File: src/rtl/core_pkg.sv
// Shared encodings for the RV32I multi-cycle core: opcodes, datapath select
// codes, ALU operations, controller states and decoded instruction classes.
package core_pkg;

    localparam logic [6:0] OP_R       = 7'b0110011;
    localparam logic [6:0] OP_LOAD    = 7'b0000011;
    localparam logic [6:0] OP_ARITH_I = 7'b0010011;
    localparam logic [6:0] OP_JALR    = 7'b1100111;
    localparam logic [6:0] OP_LUI     = 7'b0110111;
    localparam logic [6:0] OP_AUIPC   = 7'b0010111;
    localparam logic [6:0] OP_STORE   = 7'b0100011;
    localparam logic [6:0] OP_BRANCH  = 7'b1100011;
    localparam logic [6:0] OP_JAL     = 7'b1101111;

    // Immediate extender format select.
    localparam logic [2:0] IMM_NONE = 3'd0;
    localparam logic [2:0] IMM_I    = 3'd1;
    localparam logic [2:0] IMM_S    = 3'd2;
    localparam logic [2:0] IMM_B    = 3'd3;
    localparam logic [2:0] IMM_U    = 3'd4;
    localparam logic [2:0] IMM_J    = 3'd5;

    // Next-PC source.
    localparam logic [1:0] PC_PLUS4 = 2'd0;
    localparam logic [1:0] PC_REL   = 2'd1;
    localparam logic [1:0] PC_ALU   = 2'd2;

    // Register-file write-back source.
    localparam logic [1:0] WB_ALU = 2'd0;
    localparam logic [1:0] WB_MEM = 2'd1;
    localparam logic [1:0] WB_PC4 = 2'd2;

    // ALU operand A source.
    localparam logic [1:0] A_RS1  = 2'd0;
    localparam logic [1:0] A_PC   = 2'd1;
    localparam logic [1:0] A_ZERO = 2'd2;

    // ALU operation {sub/sra bit, funct3}.
    localparam logic [3:0] ALU_ADD  = 4'b0000;
    localparam logic [3:0] ALU_SUB  = 4'b1000;
    localparam logic [3:0] ALU_SLT  = 4'b0010;
    localparam logic [3:0] ALU_SLTU = 4'b0011;

    typedef enum logic [2:0] {
        ST_RST    = 3'd0,
        ST_FETCH  = 3'd1,
        ST_DECODE = 3'd2,
        ST_EXEC   = 3'd3,
        ST_MEM    = 3'd4,
        ST_WB     = 3'd5,
        ST_TRAP   = 3'd6
    } state_t;

    typedef enum logic [3:0] {
        CL_NONE, CL_R, CL_ARITH_I, CL_LOAD, CL_STORE,
        CL_BRANCH, CL_JAL, CL_JALR, CL_LUI, CL_AUIPC
    } instr_class_t;

    // Branch compares: equality via SUB, signed via SLT, unsigned via SLTU.
    function automatic logic [3:0] branch_alu_op(input logic [2:0] funct3);
        logic [3:0] op;
        case (funct3)
            3'd0, 3'd1: op = ALU_SUB;
            3'd4, 3'd5: op = ALU_SLT;
            default:    op = ALU_SLTU;
        endcase
        return op;
    endfunction

endpackage

File: src/rtl/multicycle_ctrl_decode.sv
// Combinational instruction classifier: opcode/funct3 -> class, illegal flag
// and immediate format.
module multicycle_ctrl_decode
    import core_pkg::*;
(
    input  logic [6:0]   opcode,
    input  logic [2:0]   funct3,
    output instr_class_t cls,
    output logic         illegal,
    output logic [2:0]   imm_sel
);

    // Classify the opcode and flag reserved funct3 encodings.
    always_comb begin
        cls     = CL_NONE;
        illegal = 1'b0;
        imm_sel = IMM_NONE;
        case (opcode)
            OP_R: cls = CL_R;
            OP_ARITH_I: begin
                cls     = CL_ARITH_I;
                imm_sel = IMM_I;
            end
            OP_LOAD: begin
                cls     = CL_LOAD;
                imm_sel = IMM_I;
                illegal = (funct3 == 3'd3) || (funct3 == 3'd6) || (funct3 == 3'd7);
            end
            OP_STORE: begin
                cls     = CL_STORE;
                imm_sel = IMM_S;
                illegal = (funct3 > 3'd2);
            end
            OP_BRANCH: begin
                cls     = CL_BRANCH;
                imm_sel = IMM_B;
                illegal = (funct3 == 3'd2) || (funct3 == 3'd3);
            end
            OP_JAL: begin
                cls     = CL_JAL;
                imm_sel = IMM_J;
            end
            OP_JALR: begin
                cls     = CL_JALR;
                imm_sel = IMM_I;
                illegal = (funct3 != 3'd0);
            end
            OP_LUI: begin
                cls     = CL_LUI;
                imm_sel = IMM_U;
            end
            OP_AUIPC: begin
                cls     = CL_AUIPC;
                imm_sel = IMM_U;
            end
            default: illegal = 1'b1;
        endcase
    end

endmodule

File: src/rtl/multicycle_ctrl.sv
// Multi-cycle RV32I sequencer: FETCH/DECODE/EXEC/MEM/WB with a shared
// variable-latency memory port guarded by a watchdog counter.
// Memory handshake: mem_req is held high with stable address selects until
// the cycle mem_ready is seen high; that cycle completes the transfer. Only
// reset may withdraw a request.
module multicycle_ctrl
    import core_pkg::*;
#(
    parameter int TIMEOUT_CYC = 255,
    parameter int CNT_W       = 16
) (
    input  logic       clk,
    input  logic       rst_n,
    input  logic [6:0] opcode,
    input  logic [2:0] funct3,
    input  logic       funct7_5,
    input  logic       br_taken,
    input  logic       mem_ready,
    output logic       mem_req,
    output logic       mem_we,
    output logic       mem_is_fetch,
    output logic       ir_we,
    output logic       pc_we,
    output logic [1:0] pc_sel,
    output logic [2:0] imm_sel,
    output logic [1:0] alu_a_sel,
    output logic       alu_b_sel,
    output logic [3:0] alu_op,
    output logic       reg_we,
    output logic [1:0] wb_sel,
    output logic       retire,
    output logic       trap,
    output logic       trap_cause,
    output logic [2:0] state_dbg
);

    localparam logic [CNT_W-1:0] TIMEOUT_CNT = CNT_W'(TIMEOUT_CYC);

    state_t       state;
    state_t       state_next;
    logic [CNT_W-1:0] wait_cnt;
    instr_class_t cls;
    logic         illegal;
    logic [2:0]   dec_imm;
    logic         waiting;
    logic         timeout;

    multicycle_ctrl_decode u_decode (
        .opcode  (opcode),
        .funct3  (funct3),
        .cls     (cls),
        .illegal (illegal),
        .imm_sel (dec_imm)
    );

    assign waiting   = (state == ST_FETCH) || (state == ST_MEM);
    assign timeout   = waiting && !mem_ready && (wait_cnt == TIMEOUT_CNT);
    assign state_dbg = state;

    // State, watchdog counter and sticky trap status.
    always_ff @(posedge clk or negedge rst_n) begin
        if (!rst_n) begin
            state      <= ST_RST;
            wait_cnt   <= '0;
            trap       <= 1'b0;
            trap_cause <= 1'b0;
        end else begin
            state <= state_next;
            if (waiting && !mem_ready && (state_next == state))
                wait_cnt <= wait_cnt + CNT_W'(1);
            else
                wait_cnt <= '0;
            if ((state_next == ST_TRAP) && (state != ST_TRAP)) begin
                trap       <= 1'b1;
                trap_cause <= timeout;
            end
        end
    end

    // Next-state selection.
    always_comb begin
        state_next = state;
        case (state)
            ST_RST:    state_next = ST_FETCH;
            ST_FETCH: begin
                if (timeout)        state_next = ST_TRAP;
                else if (mem_ready) state_next = ST_DECODE;
            end
            ST_DECODE: state_next = illegal ? ST_TRAP : ST_EXEC;
            ST_EXEC: begin
                case (cls)
                    CL_LOAD, CL_STORE: state_next = ST_MEM;
                    CL_BRANCH:         state_next = ST_FETCH;
                    default:           state_next = ST_WB;
                endcase
            end
            ST_MEM: begin
                if (timeout)        state_next = ST_TRAP;
                else if (mem_ready) state_next = (cls == CL_LOAD) ? ST_WB : ST_FETCH;
            end
            ST_WB:     state_next = ST_FETCH;
            ST_TRAP:   state_next = ST_TRAP;
            default:   state_next = ST_RST;
        endcase
    end

    // Datapath controls; ALU selects are held through EXEC, MEM and WB.
    always_comb begin
        mem_req      = 1'b0;
        mem_we       = 1'b0;
        mem_is_fetch = 1'b0;
        ir_we        = 1'b0;
        pc_we        = 1'b0;
        pc_sel       = PC_PLUS4;
        imm_sel      = IMM_NONE;
        alu_a_sel    = A_RS1;
        alu_b_sel    = 1'b0;
        alu_op       = ALU_ADD;
        reg_we       = 1'b0;
        wb_sel       = WB_ALU;
        retire       = 1'b0;
        case (state)
            ST_FETCH: begin
                mem_req      = 1'b1;
                mem_is_fetch = 1'b1;
                if (mem_ready) begin
                    ir_we = 1'b1;
                    pc_we = 1'b1;
                end
            end
            ST_DECODE: imm_sel = dec_imm;
            ST_EXEC, ST_MEM, ST_WB: begin
                imm_sel = dec_imm;
                case (cls)
                    CL_R:       alu_op = {funct7_5, funct3};
                    CL_ARITH_I: begin
                        alu_b_sel = 1'b1;
                        alu_op    = {(funct3 == 3'd5) && funct7_5, funct3};
                    end
                    CL_LOAD, CL_STORE, CL_JALR: alu_b_sel = 1'b1;
                    CL_BRANCH:  alu_op = branch_alu_op(funct3);
                    CL_AUIPC: begin
                        alu_a_sel = A_PC;
                        alu_b_sel = 1'b1;
                    end
                    CL_LUI: begin
                        alu_a_sel = A_ZERO;
                        alu_b_sel = 1'b1;
                    end
                    default: ;
                endcase
                if (state == ST_EXEC) begin
                    case (cls)
                        CL_BRANCH: begin
                            retire = 1'b1;
                            if (br_taken) begin
                                pc_we  = 1'b1;
                                pc_sel = PC_REL;
                            end
                        end
                        CL_JAL: begin
                            pc_we  = 1'b1;
                            pc_sel = PC_REL;
                        end
                        CL_JALR: begin
                            pc_we  = 1'b1;
                            pc_sel = PC_ALU;
                        end
                        default: ;
                    endcase
                end else if (state == ST_MEM) begin
                    mem_req = 1'b1;
                    mem_we  = (cls == CL_STORE);
                    retire  = mem_ready && (cls == CL_STORE);
                end else begin
                    reg_we = 1'b1;
                    retire = 1'b1;
                    if (cls == CL_LOAD)                          wb_sel = WB_MEM;
                    else if ((cls == CL_JAL) || (cls == CL_JALR)) wb_sel = WB_PC4;
                end
            end
            default: ;
        endcase
    end

endmodule

File: config.mk
export PLATFORM = sky130hd
export DESIGN_NAME = multicycle_ctrl
export DESIGN_NICKNAME = d
export VERILOG_FILES = /design/src/rtl/core_pkg.sv /design/src/rtl/multicycle_ctrl_decode.sv /design/src/rtl/multicycle_ctrl.sv
export SDC_FILE = /design/constraint.sdc
export NUM_CORES = 1
export LEC_CHECK = 0
export ABC_AREA = 0
export ABC_CLOCK_PERIOD_IN_PS = 1800
export BUFFER_PORTS_ARGS = -buffer_cell sky130_fd_sc_hd__buf_2
export CAP_MARGIN = 20
export CORE_UTILIZATION = 47
export DETAILED_ROUTE_END_ITERATION = 16
export PLACE_DENSITY = 0.75
export SLEW_MARGIN = 20
export SYNTH_ARGS = -nofsm -noshare
export SYNTH_HDL_FRONTEND = slang
export SYNTH_SLANG_ARGS = --single-unit
File: constraint.sdc
create_clock -name clk -period 1.8 [get_ports clk]
set_input_delay 0.09 -clock clk [delete_from_list [all_inputs] [get_ports clk]]
set_output_delay 0.09 -clock clk [all_outputs]
set_load 0.03 [all_outputs]
==> run_results.csv, run 1 <==
group,metric,value,unit
outcome,status,"finished clean",
die,die_area,3530,µm²
critical_path,slowest_stage,"dfrtp_2",
synthesis,ys_warn_count,0,
clock_tree,cts_root_buffer,"clkbuf_4",
die,boundaryPins,41,
layout,final_layout_size_suffix_gt1_frac,0.392,
clock_tree,numCtsBuffers,3,
sta,fin_crit_sh,0.975,
layout,seqCellArea,529,µm²
critical_path,critPathBufInv,2,
routing,dr.first_iter.drc_count,149,
synthesis,synth_top_area_frac,0.339,
clock_tree,cts_tree,"done",
run,max_cap_viol_count,0,
power_and_ir_drop,leakage,0.878,nW
synthesis,synth-seq-cells,21,
die,die_w,59.5,µm
power_and_ir_drop,p_per_area,1050,nW/µm²
synthesis,synthCells,182,
routing,vias,1526,
die,design.core.area,3100,µm²
clock_tree,cts_buffer_depth,2,
global_route,grt_max_degree,22,
synthesis,ys.flop_type,"dfrtp_1",
routing,ant_nets,0,
placed_design,io_buffers,40,
sta,setup_viol_count_final,0,
routing,wirelength,3900,µm
die,start_util,0.500,
clock_tree,cts.clk_slew.worst_paths,0.11,ns
sta,drv_slew,0,
routing,wl_met2,1870,µm
layout,stdcell_area,2010,µm²
critical_path,crit_family,"flip-flops",
placed_design,hpwl,2720,µm
die,std_cell_rows,20,
routing,drcViolationCount,0,
routing,via_per_inst,5.43,
critical_path,endpoint_kind,"output pin",
routing,drt_pass1_iterations,6,
global_route,antenna_found_initial,0,
sta,finalWorstPathRequiredPeriod,1.75,ns
clock_tree,htreeDepth,1,
global_route,groute.usage.overall,0.232,
synthesis,netlist_area,1550,µm²
sta,fmax,0.570,GHz
sta,relSlewSlack,0.682,
sta,finalHoldViolCount,0,
critical_path,path_cells,"nand3b_1, buf_4, o32ai_2, buf_4",
min_path,hold_class,"primary input to asynchronous set/reset pin",
routing,post_drt_wl_per_cell,13.9,µm
synthesis,seq_area_frac_synth,0.339,
layout,multi_input_area,993,µm²
synthesis,synth_nets,198,
die,die_h,59.5,µm
critical_path,crit_required,1.71,ns
critical_path,cp.arrival,1.66,ns
layout,fin_util,0.648,
clock_tree,cts_num_sinks,21,
synthesis,avgSynthCellArea,8.52,µm²
synthesis,synth_edf_count,0,
global_route,grt_pass1_vias,1396,
synthesis,synth_area_leaders,"dfrtp_1 (34%), nor2_1 (6.0%), xnor2_1 (4.5%), xor2_1 (4.5%), a21oi_1 (3.2%)",
synthesis,yosysUniqueCellTypes,50,
synthesis,async_flop_share,1.00,
layout,fill_cells,276,
sta,worst_pin_slew,0.473,ns
placed_design,dpl_cell_area,1860,µm²
synthesis,synth.largest_area_cell,"dfrtp_1",
power_and_ir_drop,vdd_drop_max,835,µV
placed_design,place.gp.congestion,0.811,
clock_tree,clock_latency,0.30,ns
critical_path,cp_max_fo,5,
sta,skew,0.00662,ns
routing,wl_met3,194,µm
layout,diodes,0,
global_route,gr-total-overflow,0,
layout,final_nets,254,
routing,highest_layer,"met4",
critical_path,slowest_delay,0.44,ns
routing,wl_met1,1770,µm
sta,fin_hold_ws,0.248,ns
critical_path,path_class,"flop to output pin",
sta,rsz0062_at_grt,"yes",
layout,syn2layout_area_growth,29.6,%
critical_path,start_kind,"flop",
power_and_ir_drop,totalPowerFinal,0.00210,W
global_route,grt_pass1_wl,6110,µm
critical_path,critical_path.most_common_cell,"buf_4",
-- power by group --
group	total (W)	switching, W	internal, W
sequential	0.000574	0.0000490	0.000525
combinational	0.00131	0.000766	0.000539
clock	0.000224	0.000138	0.0000864
total	0.00210	0.000952	0.00115
-- layout make-up --
type	instances	share of cell area
Clock buffer	4	0.0131
Inverter	6	0.0112
Multi-Input combinational cell	146	0.494
Sequential cell	21	0.263
Tap cell	44	0.0274
Timing Repair Buffer	60	0.191
-- state kept, by name, summed over array words and instances (netlist names) --
name and cells:
wait_cnt 16, state_dbg 3, trap 1, trap_cause 1
-- cell usage in the layout, fill, tap and decap left out, types with 2 or more instances in the layout --
| master | netlist | final |
|---|---|---|
| nor2_1 | 25 | 25 |
| nand3_1 | 9 | 9 |
| or2_2 | 3 | 3 |
| dfrtp_1 | 21 | 18 |
| nor3_1 | 10 | 9 |
| nor4_1 | 4 | 2 |
| nand2b_1 | 6 | 5 |
| inv_1 | 6 | 6 |
| buf_2 | 0 | 34 |
| nand3b_1 | 3 | 3 |
| and2_1 | 3 | 2 |
| a31oi_1 | 2 | 2 |
| and4_4 | 0 | 2 |
| nand4_1 | 2 | 2 |
| o21ai_0 | 5 | 5 |
| nor2_2 | 4 | 4 |
| clkbuf_4 | 0 | 4 |
| dfrtp_2 | 0 | 3 |
| nand2b_4 | 1 | 3 |
| a21oi_1 | 10 | 10 |
| nor4_2 | 1 | 3 |
| xor2_1 | 8 | 8 |
| xnor2_1 | 8 | 8 |
| buf_4 | 4 | 22 |
| nand2_1 | 12 | 12 |
-- logic make-up after synthesis --
kind of cell,after synthesis,synth area share
buffers and inverters,16,0.0702
AND/OR/NAND/NOR,98,0.363
XOR/XNOR,16,0.0903
adder cells (fa/ha/maj),1,0.00806
AO/OA/AOI/OAI,30,0.130
flip-flops,21,0.339
-- synth_stat cells, types with 2 or more instances --
cell      number
buf_6          3
nor2_2         4
xnor2_1        8
clkbuf_1       2
inv_1          6
and4_1         3
and2_1         3
a21oi_1       10
nor4_1         4
dfrtp_1       21
nor3b_1        2
or2_2          3
nand3b_1       3
a31oi_1        2
nand4_1        2
o21ai_0        5
buf_4          4
nand2_1       12
nor2_1        25
nand2b_1       6
xor2_1         8
nor3_1        10
nand3_1        9
-- per-layer routing --
metal / track usage / vias to the layer above
met4: 0.116 / 0
met5: 0 / -
met1: 0.284 / 705
met2: 0.400 / 61
li1: - / 749
met3: 0.0284 / 11
-- metrics by stage --
stage / setup WS (ns) / TNS (ns) / std cells
2_1_floorplan: -0.181 / -0.608 / 182
3_3_place_gp: 0.0816 / 0 / 270
3_5_place_dp: -0.0389 / -0.385 / 270
4_1_cts: 0.00506 / 0 / 277
5_1_grt: -0.0381 / -0.115 / 281
6_report: 0.0455 / 0 / 281
-- what timing repair did --
| action | in CTS | in global routing |
|---|---|---|
| setup buffers | 2 | 3 |
| endpoints found under the setup margin | 22 | 29 |
| pin swaps | 0 | 1 |
| cloned | 0 | 1 |
| endpoints found under the hold margin | 21 | 0 |
| gates resized for setup | 5 | 13 |
| hold buffers | 1 | 0 |
-- worst paths after layout --
kind | start | to | slack (ns) | depth (start not counted)
max in group asynchronous | rst_n | state_dbg[2] | 1.21 | 2
worst max register to register | state_dbg[2] | trap | 0.06 | 7
worst min-delay path | rst_n | wait_cnt[5] | 0.25 | 2
worst min register to register | trap | trap | 0.49 | 2
min in group clk | mem_ready | state_dbg[1] | 0.28 | 3
worst max-delay path | state_dbg[2] | retire | 0.05 | 4
(Power assumes the default switching activity.)
==> run 2: changes to the inputs <==
CELL_PAD_IN_SITES_DETAIL_PLACEMENT = 1   (was unset)
CELL_PAD_IN_SITES_GLOBAL_PLACEMENT = 1   (was unset)
CORE_UTILIZATION = 35   (was 47)
PLACE_DENSITY = unset   (was 0.75)
PLACE_DENSITY_LB_ADDON = 0.1   (was unset)
==> run 2 against run 1 <==
Net effect: die area increased by 33%; sequential share of layout area increased by 0.47 points; non-clock buffer count decreased by 3; first-iteration DRC count decreased by 49%; wire length increased by 17%; total power decreased by 0.67%; via count increased by 0.72%; clock skew about the same; worst hold slack improved by 0.064 ns; count of clock-buffer cells in the layout unchanged.
==> run_results.csv, run 2 (synthesized netlist as in run 1, its figures left out) <==
group,metric,value,unit
critical_path,worst-path-stages,5,
sta,setup_viol_count_final,0,
placed_design,io_buffers,40,
global_route,grt_pass1_wl,7270,µm
sta,skew,0.00621,ns
critical_path,rr_worst_depth,6,
critical_path,cp_max_fo,7,
layout,finalNonFillerCells,284,
critical_path,r2r_slack,0.12,ns
power_and_ir_drop,leakage,0.875,nW
placed_design,dpl_cell_area,1860,µm²
routing,drcViolationCount,0,
critical_path,critPathBufInv,2,
layout,multi_input_area,981,µm²
routing,ant_nets,0,
layout,top_register,"wait_cnt",
sta,finalHoldViolCount,0,
die,die_area,4700,µm²
routing,via_per_inst,5.41,
global_route,grt_max_degree,22,
sta,rsz0062_at_grt,"yes",
layout,stdcell_area,1980,µm²
layout,final_layout_size_suffix_gt1_frac,0.368,
global_route,groute.usage.overall,0.212,
die,die_h,68.6,µm
routing,drt_pass1_iterations,4,
placed_design,place.gp.congestion,0.778,
clock_tree,clock_latency,0.26,ns
clock_tree,cts_tree,"done",
power_and_ir_drop,pwr-share-seq,0.286,
die,die_w,68.6,µm
power_and_ir_drop,pwr-share-comb,0.568,
placed_design,place_inst,275,
power_and_ir_drop,p_clk_frac,0.146,
sta,finalWorstPathRequiredPeriod,1.73,ns
power_and_ir_drop,swShare,0.459,
routing,vias,1537,
critical_path,slowest_stage,"dfrtp_2",
layout,syn2layout_area_growth,27.3,%
sta,relSlewSlack,0.678,
layout,final_cell_mix,"buf_2 (38), nor2_1 (25), dfrtp_1 (18), buf_4 (17), nand2_1 (12)",
layout,diodes,0,
critical_path,path_cells,"buf_4, nand2b_1, and2_2, nor3b_2, buf_2",
critical_path,setup.worst_path.end,"alu_b_sel",
sta,fmax,0.578,GHz
power_and_ir_drop,vdd_drop_max,487,µV
critical_path,cp-startpoint,"state_dbg[2]",
run,max_cap_viol_count,0,
global_route,antenna_found_initial,0,
global_route,grt_pass1_vias,1534,
critical_path,r2r_end,"wait_cnt[6]",
critical_path,crit_family,"simple AND/OR/NAND/NOR gates",
placed_design,hpwl,3530,µm
clock_tree,cts.clk_slew.worst_paths,0.07,ns
routing,post_drt_wl_per_cell,16.1,µm
sta,fin_crit_sh,0.962,
critical_path,r2r_start,"wait_cnt[1]",
sta,worst_pin_slew,0.483,ns
critical_path,crit_required,1.71,ns
layout,largest_reg_flops,16,
sta,drv_slew,0,
clock_tree,htreeDepth,1,
critical_path,endpoint_kind,"output pin",
clock_tree,cts_root_buffer,"clkbuf_8",
critical_path,path_class,"flop to output pin",
critical_path,slowest_delay,0.46,ns
global_route,gr-total-overflow,0,
clock_tree,cts_num_sinks,21,
outcome,status,"finished clean",
layout,final_common_cell,"buf_2",
min_path,hold_class,"primary input to asynchronous set/reset pin",
critical_path,start_kind,"flop",
power_and_ir_drop,p_per_area,1060,nW/µm²
die,start_util,0.377,
layout,seqCellArea,529,µm²
clock_tree,cts_buffer_depth,2,
layout,final_nets,251,
power_and_ir_drop,p_int,0.00113,W
routing,dr.first_iter.drc_count,76,
critical_path,cp.arrival,1.64,ns
die,boundaryPins,41,
clock_tree,numCtsBuffers,3,
routing,wirelength,4580,µm
die,std_cell_rows,23,
die,design.core.area,4120,µm²
layout,fill_cells,510,
power_and_ir_drop,netSwitchingPower,0.000960,W
[run 2: changes by cell type in the layout (fill, tap and decap cells not counted), sizes merged]
cell,change
buf,-3
[run 2: final cells by class]
type | count | area share
multi-input combinational | 146 | 0.497
sequential | 21 | 0.268
timing repair buffer | 57 | 0.170
tap | 50 | 0.0317
clock buffer | 4 | 0.0228
inverter | 6 | 0.0114
[run 2: how the worst min path moves through the flow]
stage | endpoint | slack (ns) | depth (start not counted) | startpoint
3_5_place_dp | trap | 0.07 | 1 | rst_n
3_3_place_gp | trap | 0.06 | 1 | rst_n
2_1_floorplan | state_dbg[0] | -0.21 | 0 | rst_n
5_1_grt | trap | 0.36 | 2 | rst_n
6_report | trap | 0.31 | 2 | rst_n
4_1_cts | trap | 0.32 | 2 | rst_n
[run 2: metrics by stage]
stage	setup TNS [ns]	worst slack [ns]	hold slack (ns)	utilization	total power, W
final	0	0.0689	0.312	0.480	0.00209
after global routing	-0.00474	-0.00474	0.359	0.480	0.00223
after CTS	0	0.00180	0.319	0.474	0.00208
after detailed placement	-0.132	-0.0224	0.0701	0.453	0.00169
after global placement	0	0.0712	0.0629	0.453	0.00165
after floorplan	-0.608	-0.181	-0.206	-	0.00144
[run 2: worst register-to-register path, stage by stage (launching register included)]
cell and delay [ns]:
dfrtp_1 0.38, ha_2 0.19, and4_1 0.20, and4_1 0.24, and4_4 0.29, nand2b_4 0.22
nor2_1 0.06
[run 2: routing by layer]
| metal | wire, µm | global-route usage |
|---|---|---|
| met5 | 0 | 0 |
| met4 | 63 | 0.0573 |
| met3 | 147 | 0.0428 |
| met2 | 2200 | 0.363 |
| met1 | 2180 | 0.268 |
[run 2: power by group through the flow]
stage	combinational, W	sequential [W]	clock, W
after floorplan	0.000808	0.000636	0
after global placement	0.00103	0.000619	0
after detailed placement	0.00107	0.000625	0
after CTS	0.00116	0.000598	0.000318
after global routing	0.00129	0.000603	0.000337
final	0.00119	0.000597	0.000306
[run 2: what timing repair did]
action | 4_1_cts | 5_1_grt
buffers inserted | 2 | 1
endpoints found under the hold margin | 21 | 0
gates cloned | 1 | 0
resized for setup | 4 | 5
endpoints found under the setup margin | 17 | 24
hold buffers | 1 | 0
